$ cat src/rtl/mem_arbiter.sv
// mem_arbiter: shares one single-port memory between an instruction-fetch
// port (I, read only) and a data port (D, read/write).
//
// Handshake: each requester raises its request (i_req_i, or d_rd_en_i /
// d_wr_en_i) together with address/data and holds all of them until it sees
// its one-cycle ack. The ack and read data come from registers. Memory
// strobes stay asserted, with stable address/data, until mem_ack_i is
// sampled high on a rising edge.
//
// Flow: IDLE -> SERV_I or SERV_D (memory driven from captured values)
//   -> RESP (one-cycle ack) -> IDLE. A back-to-back stream therefore takes
// three cycles per access.
// Tie-break: with ROUND_ROBIN != 0 the port not served last wins. Otherwise
// D always wins.
// dbg_state exposes the FSM encoding for external checkers.
module mem_arbiter #(
   parameter int ROUND_ROBIN = 1
) (
   input  logic        clk,
   input  logic        rst,
   // instruction-fetch port
   input  logic        i_req_i,
   input  logic [31:0] i_addr_i,
   output logic [31:0] i_data_o,
   output logic        i_ack_o,
   // data port
   input  logic        d_rd_en_i,
   input  logic        d_wr_en_i,
   input  logic [31:0] d_addr_i,
   input  logic [31:0] d_data_i,
   output logic [31:0] d_data_o,
   output logic        d_ack_o,
   // memory side
   output logic        mem_rd_en_o,
   output logic        mem_wr_en_o,
   output logic [31:0] mem_addr_o,
   output logic [31:0] mem_data_o,
   input  logic [31:0] mem_data_i,
   input  logic        mem_ack_i,
   // FSM state for checkers
   output logic [1:0]  dbg_state
);

   typedef enum logic [1:0] {
      IDLE   = 2'd0,
      SERV_I = 2'd1,
      SERV_D = 2'd2,
      RESP   = 2'd3
   } state_t;

   state_t      state;
   state_t      state_nxt;

   logic        d_req;
   logic        any_req;
   logic        grant_d;
   logic        last_grant_d;   // 1 = D was served last
   logic        cap_d;          // captured port: 1 = D, 0 = I
   logic        cap_wr;         // captured access kind: 1 = write
   logic [31:0] cap_addr;
   logic [31:0] cap_data;

   assign d_req     = d_rd_en_i | d_wr_en_i;
   assign any_req   = i_req_i | d_req;
   assign dbg_state = state;

   // Arbitration decision used in IDLE: which port gets the memory next
   always_comb begin
      grant_d = 1'b0;
      if (d_req && !i_req_i) begin
         grant_d = 1'b1;
      end else if (d_req && i_req_i) begin
         if (ROUND_ROBIN != 0) begin
            grant_d = ~last_grant_d;
         end else begin
            grant_d = 1'b1;
         end
      end
   end

   // State register; reset drops straight to IDLE, cancelling any access
   always_ff @(posedge clk or posedge rst) begin
      if (rst) begin
         state <= IDLE;
      end else begin
         state <= state_nxt;
      end
   end

   // Next-state logic
   always_comb begin
      state_nxt = state;
      case (state)
         IDLE: begin
            if (any_req) begin
               state_nxt = grant_d ? SERV_D : SERV_I;
            end
         end
         SERV_I, SERV_D: begin
            if (mem_ack_i) begin
               state_nxt = RESP;
            end
         end
         RESP: begin
            state_nxt = IDLE;
         end
         default: begin
            state_nxt = IDLE;
         end
      endcase
   end

   // Capture the granted request on leaving IDLE and register read data on completion
   always_ff @(posedge clk or posedge rst) begin
      if (rst) begin
         cap_d        <= 1'b0;
         cap_wr       <= 1'b0;
         cap_addr     <= 32'h0;
         cap_data     <= 32'h0;
         last_grant_d <= 1'b1;
         i_data_o     <= 32'h0;
         d_data_o     <= 32'h0;
      end else begin
         case (state)
            IDLE: begin
               if (any_req) begin
                  cap_d    <= grant_d;
                  // simultaneous read+write on D is a write
                  cap_wr   <= grant_d & d_wr_en_i;
                  cap_addr <= grant_d ? d_addr_i : i_addr_i;
                  cap_data <= grant_d ? d_data_i : 32'h0;
               end
            end
            SERV_I: begin
               if (mem_ack_i) begin
                  i_data_o     <= mem_data_i;
                  last_grant_d <= 1'b0;
               end
            end
            SERV_D: begin
               if (mem_ack_i) begin
                  if (!cap_wr) begin
                     d_data_o <= mem_data_i;
                  end
                  last_grant_d <= 1'b1;
               end
            end
            default: begin
            end
         endcase
      end
   end

   // Outputs decoded from state and captured request only
   always_comb begin
      mem_rd_en_o = 1'b0;
      mem_wr_en_o = 1'b0;
      mem_addr_o  = 32'h0;
      mem_data_o  = 32'h0;
      i_ack_o     = 1'b0;
      d_ack_o     = 1'b0;
      case (state)
         SERV_I: begin
            mem_rd_en_o = 1'b1;
            mem_addr_o  = cap_addr;
         end
         SERV_D: begin
            mem_rd_en_o = ~cap_wr;
            mem_wr_en_o = cap_wr;
            mem_addr_o  = cap_addr;
            mem_data_o  = cap_wr ? cap_data : 32'h0;
         end
         RESP: begin
            i_ack_o = ~cap_d;
            d_ack_o = cap_d;
         end
         default: begin
         end
      endcase
   end

endmodule

$ cat config.mk
export PLATFORM = sky130hd
export DESIGN_NAME = mem_arbiter
export DESIGN_NICKNAME = d
export VERILOG_FILES = /design/src/rtl/mem_arbiter.sv
export SDC_FILE = /design/constraint.sdc
export NUM_CORES = 1
export LEC_CHECK = 0
export ABC_AREA = 1
export BUFFER_PORTS_ARGS = -buffer_cell sky130_fd_sc_hd__buf_2
export CAP_MARGIN = 30
export CORE_MARGIN = 2
export CORE_UTILIZATION = 35
export DETAILED_ROUTE_END_ITERATION = 16
export PLACE_DENSITY = 0.68
export SYNTH_ARGS = -nofsm -noshare
export SYNTH_HDL_FRONTEND = slang
export SYNTH_SLANG_ARGS = --single-unit
export TNS_END_PERCENT = 100
$ cat constraint.sdc
create_clock -name clk -period 4.2 [get_ports clk]
set_input_delay 0 -clock clk [delete_from_list [all_inputs] [get_ports clk]]
set_output_delay 0 -clock clk [all_outputs]
set_load 0.005 [all_outputs]
Word-level counts from Yosys, hierarchy flattened

Cells that the tools add are included.

Input port bits: 134
Output and inout bits: 134
Register bits: 133
Logic and storage cells: 50

Equality and inequality tests: 7
Mux-type cells: 18
Reduce and logical (&&, ||, !) cells: 11
Bitwise logic cells: 6

Operator list:

| operator             | count |
|---|---|
| $mux W32             | 5 |
| $mux W1              | 7 |
| $mux W2              | 3 |
| $ne A2 B2 Y1 const B | 3 |
| $pmux W2 S3          | 1 |
| $reduce_and A2 Y1    | 3 |
| $reduce_and A3 Y1    | 2 |
| $eq A2 B2 Y1 const B | 2 |
| $pmux W1 S2          | 2 |
| $not A1 Y1           | 3 |
| $eq A2 B1 Y1 const B | 1 |
| $logic_and A1 B1 Y1  | 2 |
| $logic_not A2 Y1     | 1 |
| $ne A2 B1 Y1 const B | 1 |
| $or A1 B1 Y1         | 2 |
| $reduce_bool A2 Y1   | 1 |
| $reduce_or A2 Y1     | 1 |
| $and A1 B1 Y1        | 1 |
| $logic_not A1 Y1     | 1 |

Longest topological paths before layout

Depth after elaboration: 7
Mapped depth: 8
Gate-level depth less buffers: 7

Worst setup path before layout

OpenSTA, ideal clock, no wires.

Path kind: reg-to-reg
Start: register state[0], in the netlist dbg_state[0]
End: register cap_data[10]
Path buffers: 2
Setup time: 0.121 ns
Clock period less this slack: 1.402 ns
Cell stages (with the launch flop): 8
Arrival: 1.281 ns
Slack: 2.798 ns
Data required time: 4.079 ns
Cell sequence: dfrtp_1 -> inv_1 -> ha_1 -> inv_1 -> a21oi_2 -> buf_4 -> buf_4 -> o21ai_1

Longest elaborated chain between the ends: 2

RTL lines:

| item                        | RTL line | RTL |
|---|---|---|
| start, declared             | 51       | `state_t state;` |
| start signal, assigned      | 86       | `state <= state_nxt;` |
| $logic_not A2 Y1            | 124      | `case (state)` |
| $reduce_and A2 Y1 (no line) | -        |  |
| end signal, assigned        | 131      | `cap_data <= grant_d ? d_data_i : 32'h0;` |
| end, declared               | 61       | `logic [31:0] cap_data;` |

No other way between the ends.
A chain may end at the register's enable or synchronous reset.

Worst setup path in the final report

Start: register last_grant_d
End: register cap_addr[3]

Longest elaborated chain between the ends: 4

RTL lines:

| item                   | RTL line | RTL |
|---|---|---|
| start, declared        | 57       | `logic last_grant_d;` |
| start signal, assigned | 120      | `last_grant_d <= 1'b1;` |
| start signal, assigned | 137      | `last_grant_d <= 1'b0;` |
| start signal, assigned | 145      | `last_grant_d <= 1'b1;` |
| $not A1 Y1             | 74       | `grant_d = ~last_grant_d;` |
| $mux W1                | 72       | `end else if (d_req && i_req_i) begin` |
| $mux W1                | 70       | `if (d_req && !i_req_i) begin` |
| $mux W32               | 130      | `cap_addr <= grant_d ? d_addr_i : i_addr_i;` |
| end signal, assigned   | 130      |  |
| end, declared          | 60       | `logic [31:0] cap_addr;` |

No other way between the ends.

==> qor.txt <==
status = complete, no violations
cell chain of the critical path = nand2_1 -> o21ai_2 -> buf_4 -> nand2_1 -> nand2_1 -> dlygate4sd3_1 -> nand2_1 -> nand2_1
core box area = 16,700 µm²
htree depth = 4
commonest non-fill, non-tap cells in the layout = nand2_1 (308), buf_2 (267), dfrtp_1 (132)
pwr/cell area = 654 nW/µm²
Ports = 268
Multi-input gate area = 2050 µm²
Reg area = 3330 µm²
Max Cap Viol = 0
largest net degree at the start of global routing = 103
Least-Margin Pin Slew = 0.925 ns
Fin. Hold Viols = 0
Post-Syn Nets = 909
WP buf/inv = 2
Switching Share = 0.368
Layout area overhead = 58.7%
layout cells sized above 1 = 0.271
DRC = 0
CP dominant cell by count = nand2_1
Final Max Slew Viols = 0
Final setup viols = 0
Die Wd = 135 µm
Slew HR = 0.383
vias in the first global route = 6,301
critical path's top delay family = buffers and inverters
post-layout minimum cycle time = 2.32 ns
first-pass GRT wire length = 30,800 µm
placed cells = 1,225
DRT Wirelength = 19,300 µm
Synth Area per Inst = 7.78 µm²
mapped cell area = 6000 µm²
Logic pwr share = 0.403
net switching power = 2.29 mW
antenna violations before repair = 2
most common cell after layout, fill and taps aside = nand2_1
root buf cell = clkbuf_16
Sink Count = 133
Die Span Y = 135 µm
period utilization = 0.553
Post-CTS Setup Inserts = 0
CP endpoint kind = register
# rows = 47
clock tree buffer depth = 2
Crit Path Class = register to register
Remaining Overflow, GRT = 0
fmax = 431 MHz
Internal = 3.94 mW
Port Buffers = 267
crit path max fanout = 33
slowest cell delay on critical path = 0.55 ns
Yosys cell types = 18
fin area = 9530 µm²
GP Congestion = 0.788
crit path DAT = 2.66 ns
1st-pass router iterations = 5
Critical Path RT = 4.54 ns
Yosys Warn Count = 0
Inserted Clock Buffers = 17
GR Util All Layers = 0.215
fin cells = 1,390
clk_lat worst skew = 0.42 ns
drt wl/cell = 13.9 µm
Synth Instances = 771
Pleak = 5.51 nW
Seq pwr share = 0.346
Synth Register Bits = 133
startpoint types = register
RSZ-0062 raised after global routing = no
antenna viol nets, final = 0
Filler Cell Count = 1,459
vias per inst = 4.50
worst IR drop on VDD = 0.332 mV
via count = 6,260
TritonCTS clock tree = yes
Worst Hold Class = input pin to register
Total Nets Final = 1,293
CTS clock-pin slew for the worst setup and hold paths = 0.06 ns
Setup Skew = 0.0139 ns
placed cell area = 7580 µm²
DP HPWL = 12,300 µm
Seq/Total Area, Yosys = 0.555
total die area = 18,200 µm²
initial DRC count = 269
Clk pwr share = 0.251
Crit-path slowest cell = dlygate4sd3_1
initial core utilization = 0.359
Setup TNS = 0 ns
metal layers:
layer	share of wire	track usage	routed length (µm)	up-vias
met1	0.41	0.250	7870	2848
li1	-	-	-	3092
met4	0.024	0.0909	462	0
met2	0.48	0.364	9300	281
met5	0	0	0	-
met3	0.088	0.0698	1700	39
per-stage QoR:
stage           util  power (mW)  worst slack, ns  hold slack, ns
2_1_floorplan      -        3.49            0.647           0.121
3_3_place_gp   0.445        4.33             1.97           0.206
3_5_place_dp   0.454        4.51             1.99           0.217
4_1_cts        0.570        6.28             1.93          0.0338
5_1_grt        0.570        6.77             1.70           0.133
6_report       0.570        6.23             1.88          0.0605
sequential cells by signal (all words and copies together), names as in the netlist:
signal	flops
cap_addr	32
cap_data	32
d_data_o	32
i_data_o	32
dbg_state	2
cap_d	1
cap_wr	1
last_grant_d	1
Yosys cell counts:
cell type  instances  area [µm²]
o21ai_2            1        8.76
buf_2             14        70.1
o21ai_1           18        90.1
buf_1              2        7.51
dfrtp_1          132        3300
buf_6              3        33.8
inv_1            109         409
nor2_1            35         131
buf_4              6        45.0
o21ai_0           80         400
nand3_1           35         175
ha_1               4        50.1
a21oi_2            1        8.76
nand2_1          309        1160
clkbuf_1          17        63.8
inv_2              3        11.3
o21a_1             1        7.51
dfstp_2            1        26.3
final cells by class:
cell class	instances	share of cell area
multi-input cells	484	0.215
clock inverters	10	0.0152
diodes	2	0.000525
flip-flops and latches	133	0.349
well taps	220	0.0289
inverters	112	0.0447
clock buffers	22	0.0508
repair buffers	407	0.296
kinds of logic (layout without fill, tap and decap cells):
group / Yosys count / count (layout) / synth area share
buf+inv: 154 / 551 / 0.107
fa+ha+maj: 4 / 4 / 0.00834
other cells: 0 / 2 / 0
simple gates: 379 / 379 / 0.244
compound gates: 101 / 101 / 0.0859
flops: 133 / 133 / 0.555
timing repair:
| action | in CTS | in global routing |
|---|---|---|
| hold buffers | 131 | 0 |
| endpoints found under the setup margin | 0 | 0 |
| endpoints found under the hold margin | 230 | 0 |
| gates resized for setup | 0 | 0 |
power by group through the flow:
| stage | Clock, mW | Sequential [mW] | Combinational (mW) |
|---|---|---|---|
| after floorplan | 0 | 2.14 | 1.34 |
| after global placement | 0 | 2.14 | 2.18 |
| after detailed placement | 0 | 2.16 | 2.35 |
| after CTS | 1.60 | 2.15 | 2.52 |
| after global routing | 1.66 | 2.23 | 2.88 |
| final | 1.57 | 2.16 | 2.51 |
final timing paths:
path,startpoint,to,slack [ns],depth (start not counted)
min in group asynchronous,rst,i_data_o[24],0.35,3
setup / recovery,last_grant_d,cap_addr[3],1.88,8
setup reg to reg,last_grant_d,cap_addr[3],1.88,8
max in group asynchronous,rst,d_data_o[1],2.85,4
hold reg to reg,cap_addr[21],cap_addr[21],0.48,2
hold / removal,i_req_i,dbg_state[1],0.06,6
tightest hold or removal path, stage by stage:
cell	delay (ns)
buf_2	0.09
inv_1	0.07
nand3_1	0.09
nand2_1	0.08
nand2_1	0.06
nand2_1	0.04
Note: power is estimated with default switching activity, not from simulation.
